### src/rtl/rf_operand_fetch.sv
// rtl/rf_operand_fetch.sv - operand-fetch stage with 32-entry write scoreboard in front of register_file
//
// Ports:
//   clk_i, rst_ni                      clock, synchronous active-low reset
//   instr_valid_i / instr_ready_o      decoded instruction handshake (ready only in IDLE)
//   rs1/rs2_addr_i, rs1/rs2_en_i       source registers and their use flags
//   rd_addr_i, rd_we_i                 destination register and write flag
//   req_ra_o/req_rb_o, raddr_a/b_o     registered read strobes and addresses to register_file
//   rdata_a_i, rdata_b_i               register_file read data, captured at the REQ exit edge
//   wb_valid_i, wb_addr_i              writeback retiring a pending register
//   op_valid_o / op_ready_i            operand handshake to execute
//   op_a_o, op_b_o, op_rd_*_o          operands and forwarded destination
//   wb_err_o                           sticky: writeback hit a clear scoreboard bit or x0
module rf_operand_fetch #(
    parameter int DataWidth = 32
) (
    input  logic                 clk_i,
    input  logic                 rst_ni,
    input  logic                 instr_valid_i,
    output logic                 instr_ready_o,
    input  logic [4:0]           rs1_addr_i,
    input  logic [4:0]           rs2_addr_i,
    input  logic                 rs1_en_i,
    input  logic                 rs2_en_i,
    input  logic [4:0]           rd_addr_i,
    input  logic                 rd_we_i,
    output logic                 req_ra_o,
    output logic                 req_rb_o,
    output logic [4:0]           raddr_a_o,
    output logic [4:0]           raddr_b_o,
    input  logic [DataWidth-1:0] rdata_a_i,
    input  logic [DataWidth-1:0] rdata_b_i,
    input  logic                 wb_valid_i,
    input  logic [4:0]           wb_addr_i,
    output logic                 op_valid_o,
    input  logic                 op_ready_i,
    output logic [DataWidth-1:0] op_a_o,
    output logic [DataWidth-1:0] op_b_o,
    output logic [4:0]           op_rd_addr_o,
    output logic                 op_rd_we_o,
    output logic                 wb_err_o
);

    typedef enum logic [1:0] {IDLE, HAZ, REQ, OUT} state_t;

    state_t      state;
    logic [31:0] scoreboard;
    logic        rs1_act_q;
    logic        rs2_act_q;

    logic        rs1_act_in;
    logic        rs2_act_in;
    logic        haz_in;
    logic        haz_q;
    logic        handshake;
    logic [31:0] sb_next;
    logic        err_set;

    assign instr_ready_o = (state == IDLE);

    // x0 is hardwired, so a source naming it never needs a read or a hazard check.
    assign rs1_act_in = rs1_en_i && (rs1_addr_i != 5'd0);
    assign rs2_act_in = rs2_en_i && (rs2_addr_i != 5'd0);

    // Both checks look at the scoreboard as it stands now; a clear landing on this
    // same edge only unblocks the instruction on the following cycle.
    assign haz_in = (rs1_act_in && scoreboard[rs1_addr_i]) ||
                    (rs2_act_in && scoreboard[rs2_addr_i]);
    assign haz_q  = (rs1_act_q && scoreboard[raddr_a_o]) ||
                    (rs2_act_q && scoreboard[raddr_b_o]);

    assign handshake = (state == OUT) && op_ready_i;

    // Clear first, then set, so a retire and a new claim of the same register on one
    // edge leaves the register pending.
    always_comb begin
        sb_next = scoreboard;
        err_set = 1'b0;
        if (wb_valid_i) begin
            if ((wb_addr_i != 5'd0) && scoreboard[wb_addr_i]) begin
                sb_next[wb_addr_i] = 1'b0;
            end else begin
                err_set = 1'b1;
            end
        end
        if (handshake && op_rd_we_o && (op_rd_addr_o != 5'd0)) begin
            sb_next[op_rd_addr_o] = 1'b1;
        end
    end

    always_ff @(posedge clk_i) begin
        if (!rst_ni) begin
            state        <= IDLE;
            scoreboard   <= '0;
            rs1_act_q    <= 1'b0;
            rs2_act_q    <= 1'b0;
            req_ra_o     <= 1'b0;
            req_rb_o     <= 1'b0;
            raddr_a_o    <= '0;
            raddr_b_o    <= '0;
            op_valid_o   <= 1'b0;
            op_a_o       <= '0;
            op_b_o       <= '0;
            op_rd_addr_o <= '0;
            op_rd_we_o   <= 1'b0;
            wb_err_o     <= 1'b0;
        end else begin
            scoreboard <= sb_next;
            if (err_set) begin
                wb_err_o <= 1'b1;
            end
            case (state)
                IDLE: begin
                    if (instr_valid_i) begin
                        raddr_a_o    <= rs1_addr_i;
                        raddr_b_o    <= rs2_addr_i;
                        rs1_act_q    <= rs1_act_in;
                        rs2_act_q    <= rs2_act_in;
                        op_rd_addr_o <= rd_addr_i;
                        op_rd_we_o   <= rd_we_i;
                        if (haz_in) begin
                            state <= HAZ;
                        end else begin
                            state    <= REQ;
                            req_ra_o <= rs1_act_in;
                            req_rb_o <= rs2_act_in;
                        end
                    end
                end
                HAZ: begin
                    if (!haz_q) begin
                        state    <= REQ;
                        req_ra_o <= rs1_act_q;
                        req_rb_o <= rs2_act_q;
                    end
                end
                REQ: begin
                    // Entered even with no active source so latency is always fixed.
                    req_ra_o   <= 1'b0;
                    req_rb_o   <= 1'b0;
                    op_a_o     <= rs1_act_q ? rdata_a_i : '0;
                    op_b_o     <= rs2_act_q ? rdata_b_i : '0;
                    op_valid_o <= 1'b1;
                    state      <= OUT;
                end
                OUT: begin
                    if (op_ready_i) begin
                        op_valid_o <= 1'b0;
                        state      <= IDLE;
                    end
                end
                default: state <= IDLE;
            endcase
        end
    end

endmodule

### config.mk
export PLATFORM = sky130hd
export DESIGN_NAME = rf_operand_fetch
export DESIGN_NICKNAME = d
export VERILOG_FILES = /design/src/rtl/rf_operand_fetch.sv
export SDC_FILE = /design/constraint.sdc
export NUM_CORES = 1
export LEC_CHECK = 0
export ABC_AREA = 1
export CAP_MARGIN = 30
export CORE_MARGIN = 3
export CORE_UTILIZATION = 40
export CTS_BUF_LIST = sky130_fd_sc_hd__clkbuf_4 sky130_fd_sc_hd__clkbuf_8 sky130_fd_sc_hd__clkbuf_16
export DETAILED_ROUTE_END_ITERATION = 10
export GPL_ROUTABILITY_DRIVEN = 0
export GPL_TIMING_DRIVEN = 0
export PLACE_DENSITY = 0.66
export SLEW_MARGIN = 20
export SYNTH_ARGS = -nofsm -noshare
export SYNTH_HDL_FRONTEND = slang
export SYNTH_SLANG_ARGS = --single-unit
### constraint.sdc
create_clock -name clk_i -period 2.4 [get_ports clk_i]
set_input_delay 0.72 -clock clk_i [delete_from_list [all_inputs] [get_ports clk_i]]
set_output_delay 0.72 -clock clk_i [all_outputs]
set_load 0.005 [all_outputs]
# Yosys cells after proc, flatten, opt, wreduce, memory -nomap -nowiden
# Index checks and enable logic that the tools add are counted.
# Widths: inputs -> output; s select.
# op_classes
reduce_logical	25
bitwise_logic	3
eq_ne	7
n_lt_le_gt_ge	8
n_mux	36
# op_table
op	count
$mux 32	5
$lt 5x6->1 const B	6
$and 32x32->32	1
$not 32->32	1
$or 32x32->32	1
$bmux 1 s5	5
$reduce_bool 5->1	4
$mux 1	16
$logic_and 1x1->1	12
$demux 1 s5	2
$ge 5x1->1 const B	2
$mux 2	4
$ne 2x2->1 const B	4
$pmux 2 s4	1
$pmux 1 s3	2
$eq 2x2->1 const B	2
$reduce_and 2->1	2
$reduce_and 4->1	1
$reduce_and 3->1	1
$reduce_bool 3->1	1
$eq 2x1->1 const B	1
$logic_not 2->1	1
$logic_or 1x1->1	2
$pmux 1 s2	1
$reduce_bool 2->1	1
# word_totals
reg_bits	120
inputBits	92

# Depth between registers and ports, before layout
# Gate-level depths: netlist (run 1).
# depth
depth_word	10
ltp_mapped	17
mapped_depth_nobuf	16

# Least setup slack after synthesis (run 1)
# OpenSTA, ideal clock, no wires.
# synth_timing
path_kind	in2reg
startpoint	input rs2_addr_i[0]
endpoint	register state[1]
path_slack_ns	0.521
required_time_ns	2.284
path_stages	13
setup_ns	0.116
path_buffers	1
arrival_ns	1.763
path_cell_list	inv_1 -> buf_2 -> nand2_1 -> nand3_1 -> nand3_1 -> nand2_1 -> nand2_1 -> nand3_1 -> nand3_1 -> nand3_1 -> o21ai_0 -> o21ai_0 -> nor2_1
# synth_between
elab_chain_len	7
elab_cells_between_ends	9
# synth_lines
element	line_no	rtl
start: declaration	22	input logic [4:0] rs2_addr_i,
$bmux 1 s5 / $reduce_bool 5->1 (equally long branches)	68, 63	
$mux 1 (implied by the code) / $logic_and 1x1->1 (equally long branches)	68, 63	
$logic_and 1x1->1 (*)	68	(rs2_act_in && scoreboard[rs2_addr_i]);
$logic_or 1x1->1 (*)	67	assign haz_in = (rs1_act_in && scoreboard[rs1_addr_i]) ||
$mux 2 (*)	121	if (haz_in) begin
$mux 2 (*)	114	if (instr_valid_i) begin
$pmux 2 s4 (*)	112	case (state)
end signal: assignment	122	state <= HAZ;
end signal: assignment	124	state <= REQ;
end signal: assignment	132	state <= REQ;
end: declaration	46	state_t state;
# Mark *: on every way between the ends. The rest lies on a longest branch, timed or not. The select of a mux whose other input is x is not followed.
# A chain may end at the register's enable or synchronous reset.

# Worst setup path in the final report (run 1)
# layout_timing
startpoint	register state[1]
endpoint	output instr_ready_o
# layout_between
elab_chain_len	1
# layout_lines
element	line_no	rtl
start signal: assignment	93	state <= IDLE;
start signal: assignment	122	
start signal: assignment	124	
$logic_not 2->1	59	assign instr_ready_o = (state == IDLE);
end: declaration	20	output logic instr_ready_o,
# No other way between the ends.

==> results by group, run 1 <==
Logic synthesis
  – Mapped Nets: 1063
  – Post-synth top area cell: dfxtp_1
  – Post-synth top flop: dfxtp_1
  – Mapped Cells: 966
  – Post-synth EDFFs: 0
  – Post-synth top area share: 37.81%
  – Seq/Total Area, Yosys: 37.81%
  – Total number of yosys warnings: 0
  – FFs w/ async S/R, synth: 0%
  – Top post-synthesis cells by area: dfxtp_1 38%, nand2_1 17%, nand3_1 13%
  – Post-Synthesis Cell Area: 6354 um^2
  – Yosys reg bits: 120
  – Post-synthesis area per instance: 6.577 um^2
  – Distinct cells, synth: 31

Hold path
  – Worst hold endpoint: op_b_o[5]$_SDFFE_PN0P_
  – Hold Crit Start: op_b_o[5]$_SDFFE_PN0P_
  – Worst Hold Class: register to register
  – Hold Path Depth: 2

Placed design
  – DP Worst Slack: -345.4 ps
  – Post-DP Area: 8339 um^2
  – Buffers on Ports: 172
  – Post-DP HPWL: 17.54 mm
  – Placed Cells: 1349

Detailed routing
  – Initial DRC Count: 731
  – Average wire per standard cell: 17.48 um
  – DR vias: 7427
  – Vias per std cell: 5.374
  – Post-DRT Antenna Nets: 0
  – Detailed Route WL: 24.16 mm
  – TritonRoute pass-1 iters: 5
  – Remaining DRCs: 0

Setup path
  – CP endpoint kind: output port
  – Critical Path AT: 1620 ps
  – CP startpoint kind: register
  – R2R Path Start: state[0]$_SDFFE_PN0P_
  – Worst Reg-to-Reg Cells: 7
  – Critical path type: register to output port
  – Capturing point of the worst reg2reg path: scoreboard[15]$_SDFF_PN0_
  – Reg-to-reg slack, setup: 270 ps
  – CP required: 1680 ps
  – Max Fanout on Critical Path: 5
  – Worst setup path start: state[1]$_SDFFE_PN0P_

Final layout
  – Fin area: 8990 um^2
  – Finished Layout Cells: 1382
  – Diodes inserted: 0
  – Nets@finish: 1255
  – Area Overhead vs Synth: 41.49%
  – Share of cells above drive strength 1: 6.746%

STA
  – Worst setup margin: 62.63 ps
  – Worst slew margin: 48.24%
  – Least-Margin Pin Slew: 773.5 ps
  – Final setup fails: 0
  – Unrepaired setup endpoints after global routing: no
  – Setup_tns: 0 ps
  – Pins Over Slew Limit: 0
  – Final hold vios: 0
  – Clock Skew: 11.25 ps
  – Min cycle time layout: 2337 ps
  – Max Freq: 427.8 MHz
  – Period utilization: 97.39%

GRT
  – Largest net degree at the start of global routing: 17
  – Initial antenna violation count: 0
  – GRT Util Overall: 26.81%
  – First-pass GRT wire length: 37.10 mm
  – Total gr overflow: 0
  – Vias in the first global route: 6898

Die
  – Core area: 15370 um^2
  – I/O pin total: 177
  – Num rows: 45
  – Die Area: 17430 um^2
  – Die W: 132.0 um
  – Initial Util: 41.33%
  – Die Y: 132.0 um

Power and ir drop
  – Total Power: 0.007305 W
  – Clock share of power: 37.0%
  – Sw frac: 34.35%
  – Peak supply drop: 0.0005355 V
  – Combinational fraction of design power: 30.7%
  – Register share of total power: 32.3%
  – Internal Power: 0.004796 W
  – P per Cell Area: 812.6 nW/um^2
  – P_sw: 0.002509 W
  – LEAKAGE: 3.293 nW

Job
  – Max-cap violations: 0

Clock tree
  – CTS tree: yes
  – Worst-skew pair later-pin latency: 430 ps
  – H-Tree Depth: 4
  – CTS Buffer Depth: 2
  – TritonCTS Sinks: 120
  – Clock root buffer: clkbuf_16
  – Reg clk slew, reported paths: 50 ps
  – CTS Buf Count: 17

Status
  – Status: complete, no violations
timing repair:
item,CTS,global route
setup endpoints to repair,1,6
gates resized for setup,2,7
setup buffers,0,1
hold buffers,0,0
pin swaps,0,1
placed cells by master (no fill, tap or decap), types with 2 or more instances in the layout:
cell and n:
o21ai_1 5, buf_4 11, clkbuf_1 32, clkdlybuf4s50_1 171, clkinv_4 4, bufinv_16 3, inv_1 57, clkbuf_16 17
inv_2 11, nand2_1 295, nand2_2 3, inv_6 2, clkinvlp_4 2, buf_1 3, clkinv_2 2, o21ai_0 34
a21oi_1 117, clkbuf_8 2, ha_1 4, o31ai_1 27, nor2_1 26, nor3_1 10, nand3_1 170, a31oi_1 7
nand3_2 2, nand4_1 4, dfxtp_1 120, buf_2 3, buf_6 10, a22oi_1 5
cell usage after synthesis, types with 3 or more instances:
master,count
a21oi_1,117
buf_6,10
o21ai_0,36
inv_1,59
nand3_1,171
nand2_1,295
clkbuf_1,32
dfxtp_1,120
buf_4,10
ha_1,5
nor3_1,10
o21ai_1,3
buf_2,4
nand4_1,4
buf_1,3
nand2_2,3
a31oi_1,7
inv_2,9
o31ai_1,27
nor2_1,26
a22oi_1,5
worst max-delay path: stages (launching register included):
cell,delay [ps]
dfxtp_1,340
inv_1,150
ha_4,180
clkdlybuf4s50_1,530
layout make-up:
class                   instances  area (um^2)
fillers                      1498         6381
multi-input cells             717         3364
flip-flops and latches        120         2402
repair buffers                173         1732
clock buffers                  19        452.9
plain buffers                  59        341.6
inverters                      70        265.3
well taps                     211        264.0
clock inverters                13        167.7
how the worst max path moves through the flow:
stage                                  endpoint  slack (ps)  cells past startpoint
after floorplan           state[1]$_SDFFE_PN0P_         520                     13
after global placement    wb_err_o$_SDFFE_PN0P_        -310                     13
after detailed placement  wb_err_o$_SDFFE_PN0P_        -350                     13
after CTS                         instr_ready_o           9                      3
after global routing      req_ra_o$_SDFFE_PN0P_          10                     16
final                             instr_ready_o          60                      3
logic make-up (layout without fill, tap and decap cells):
logic type	after synthesis	in the layout	synth area share, %
AO/OA/AOI/OAI	197	197	17.01
adder cells (fa/ha/maj)	5	5	0.9846
buffers and inverters	129	334	9.512
flip-flops	120	120	37.81
AND/OR/NAND/NOR	515	515	34.68
stage by stage:
stage	hold slack, ps	util (%)
floorplan	457.7	-
global placement	451.1	54.25
detailed placement	455.0	54.25
CTS	463.0	58.37
global route	479.6	58.49
finish	461.5	58.49
per-layer routing:
layer	vias up	routed length (um)	track usage, %
met4	0	891	11.84
met2	349	10790	41.19
met3	66	2494	8.779
met1	3382	9982	34.38
met5	-	0	0
li1	3630	-	-
state kept, by name, indices dropped and copies added, names as in the netlist:
| name | flops |
|---|---|
| op_a_o | 32 |
| op_b_o | 32 |
| op_rd_addr_o | 5 |
| op_rd_we_o | 1 |
| op_valid_o | 1 |
| raddr_a_o | 5 |
| raddr_b_o | 5 |
| req_ra_o | 1 |
| req_rb_o | 1 |
| rs1_act_q | 1 |
| rs2_act_q | 1 |
| scoreboard | 32 |
| state | 2 |
| wb_err_o | 1 |
power groups by stage:
| stage | registers (W) | logic [W] | clock network (W) |
|---|---|---|---|
| 5_1_grt | 0.00238 | 0.00246 | 0.00281 |
| 4_1_cts | 0.00236 | 0.00223 | 0.00272 |
| 2_1_floorplan | 0.00238 | 0.00123 | 0 |
| 3_5_place_dp | 0.00240 | 0.00219 | 0 |
| 3_3_place_gp | 0.00239 | 0.00221 | 0 |
| 6_report | 0.00236 | 0.00224 | 0.00270 |
Power figures use the tool's default switching activity.
==> inputs of run 2 (changes only) <==
--- a/config.mk
+++ b/config.mk
@@ -6,7 +6,6 @@
 export NUM_CORES = 1
 export LEC_CHECK = 0
 export ABC_AREA = 1
-export CAP_MARGIN = 30
 export CORE_MARGIN = 3
 export CORE_UTILIZATION = 40
 export CTS_BUF_LIST = sky130_fd_sc_hd__clkbuf_4 sky130_fd_sc_hd__clkbuf_8 sky130_fd_sc_hd__clkbuf_16
==> results of run 2 <==
Same layout as run 1: the final DEF is identical, and so are final timing and power.
==> inputs of run 3 (changes only) <==
==> constraint.sdc (replaced) <==
create_clock -name clk_i -period 2.4 [get_ports clk_i]
set_input_delay 0.72 -clock clk_i [delete_from_list [all_inputs] [get_ports clk_i]]
set_output_delay 0.72 -clock clk_i [all_outputs]
set_load 0.05 [all_outputs]
==> run 3 against run 2 <==
Routed wire length decreased by 0.48%; critical path depth decreased by 2; combinational power increased by 25%; sequential power about the same; critical path type unchanged.
==> results by group, run 3 (synthesis gave the netlist of run 1 again) <==
GRT
  – First-pass GRT wire length: 37.14 mm
  – Vias in the first global route: 6901
  – Largest net degree at the start of global routing: 17
  – GRT Util Overall: 26.82%
  – Initial antenna violation count: 0
  – Total gr overflow: 0

Power and ir drop
  – P per Cell Area: 876.1 nW/um^2
  – Peak supply drop: 0.0005388 V
  – LEAKAGE: 3.330 nW

Setup path
  – Worst path cell trace: clkdlybuf4s50_1
  – Max Fanout on Critical Path: 4
  – CP endpoint kind: output port
  – Critical path type: register to output port
  – Critical-path top delay cell: clkdlybuf4s50_1
  – CP delay by family, top: buffers and inverters
  – Critical Path AT: 1630 ps
  – CP startpoint kind: register
  – Worst path bufs/invs: 1
  – CP required: 1680 ps
  – CP peak stage delay: 830 ps

Final layout
  – Diodes inserted: 0
  – Nets@finish: 1255
  – Area Overhead vs Synth: 41.20%
  – Most frequent cells in the layout: 295 x nand2_1, 170 x nand3_1, 161 x clkdlybuf4s50_1
  – Layout fillers: 1505
  – Share of cells above drive strength 1: 6.746%
  – Regs by FF count: op_a_o (32), op_b_o (32), scoreboard (32)
  – Post-layout util: 58.36%
  – Finished Layout Cells: 1382
  – Most common cell after layout, fill and taps aside: nand2_1

Clock tree
  – Reg clk slew, reported paths: 60 ps
  – CTS Buffer Depth: 2
  – H-Tree Depth: 4
  – CTS Buf Count: 17
  – CTS tree: yes
  – Clock root buffer: clkbuf_16
  – TritonCTS Sinks: 120
  – Worst-skew pair later-pin latency: 420 ps
  – Number of hold buffers added after cts: 0

STA
  – Final hold slack: 461.5 ps
  – Max Freq: 425.4 MHz
  – Min cycle time layout: 2351 ps
  – Unrepaired setup endpoints after global routing: no
  – Period utilization: 97.94%
  – Worst setup margin: 49.33 ps
  – Least-Margin Pin Slew: 753.7 ps
  – Clock Skew: 7.233 ps
  – Final hold vios: 0
  – Pins Over Slew Limit: 0
  – Setup_tns: 0 ps
  – Final setup fails: 0
  – Worst slew margin: 49.57%

Die
  – Core area: 15370 um^2
  – I/O pin total: 177
  – Initial Util: 41.33%
  – Die W: 132.0 um
  – Die Area: 17430 um^2
  – Die Y: 132.0 um
  – Num rows: 45

Placed design
  – DP Worst Slack: -345.4 ps
  – Buffers on Ports: 172
  – Placed Cells: 1349
  – Post-DP HPWL: 17.54 mm

Detailed routing
  – Average wire per standard cell: 17.39 um
  – Remaining DRCs: 0
  – Detailed Route WL: 24.04 mm
  – Post-DRT Antenna Nets: 0
  – Vias per std cell: 5.347
  – DR vias: 7389
  – Initial DRC Count: 758
  – TritonRoute pass-1 iters: 5

Job
  – Max-cap violations: 0

Status
  – Status: complete, no violations

Hold path
  – Worst Hold Class: register to register
-- run 3: changes by cell type in the layout (fill, tap and decap cells not counted) --
cell / before / now
clkdlybuf4s15_2: 0 / 1
dlygate4sd2_1: 0 / 8
ha_4: 1 / 0
ha_1: 4 / 5
clkdlybuf4s50_1: 171 / 161
dlymetal6s2s_1: 1 / 2
-- run 3: final timing paths --
| check | from | end | slack [ps] | cells past startpoint |
|---|---|---|---|---|
| worst max register to register | state[1]$_SDFFE_PN0P_ | scoreboard[15]$_SDFF_PN0_ | 280 | 7 |
| worst max-delay path | raddr_a_o[3]$_SDFFE_PN0P_ | raddr_a_o[3] | 50 | 1 |
| worst min register to register | op_b_o[5]$_SDFFE_PN0P_ | op_b_o[5]$_SDFFE_PN0P_ | 460 | 2 |
| worst min-delay path | op_b_o[5]$_SDFFE_PN0P_ | op_b_o[5]$_SDFFE_PN0P_ | 460 | 2 |
-- run 3: report_power, final --
group          leakage, nW  switching, W  internal, W
sequential           0.973      0.000168      0.00219
combinational         2.06       0.00194     0.000868
clock                0.300      0.000999      0.00170
-- run 3: layout make-up --
cell class	instances	area, um^2	share of cell area, %
inverters	70	265.3	2.957
plain buffers	59	341.6	3.808
flip-flops and latches	120	2402	26.78
clock buffers	19	452.9	5.049
clock inverters	13	167.7	1.869
multi-input cells	717	3352	37.36
repair buffers	173	1725	19.23
well taps	211	264.0	2.943
-- run 3: through the flow --
stage / cell area, um^2 / total power (W)
after floorplan: 6354 / 0.004230
after global placement: 8339 / 0.005221
after detailed placement: 8339 / 0.005207
after CTS: 8951 / 0.007877
after global routing: 8971 / 0.008228
final: 8971 / 0.007860
-- run 3: routing by layer --
| metal | vias to the layer above | track usage, % | part of all wire [%] |
|---|---|---|---|
| li1 | 3631 | - | - |
| met1 | 3353 | 34.43 | 41 |
| met2 | 338 | 41.19 | 45 |
| met3 | 67 | 8.779 | 11 |
| met4 | 0 | 11.84 | 3.8 |
| met5 | - | 0 | 0 |
-- run 3: what timing repair did --
item	4_1_cts	5_1_grt
resized for setup	11	8
setup buffers	0	1
pin swaps	0	1
endpoints found under the setup margin	9	5
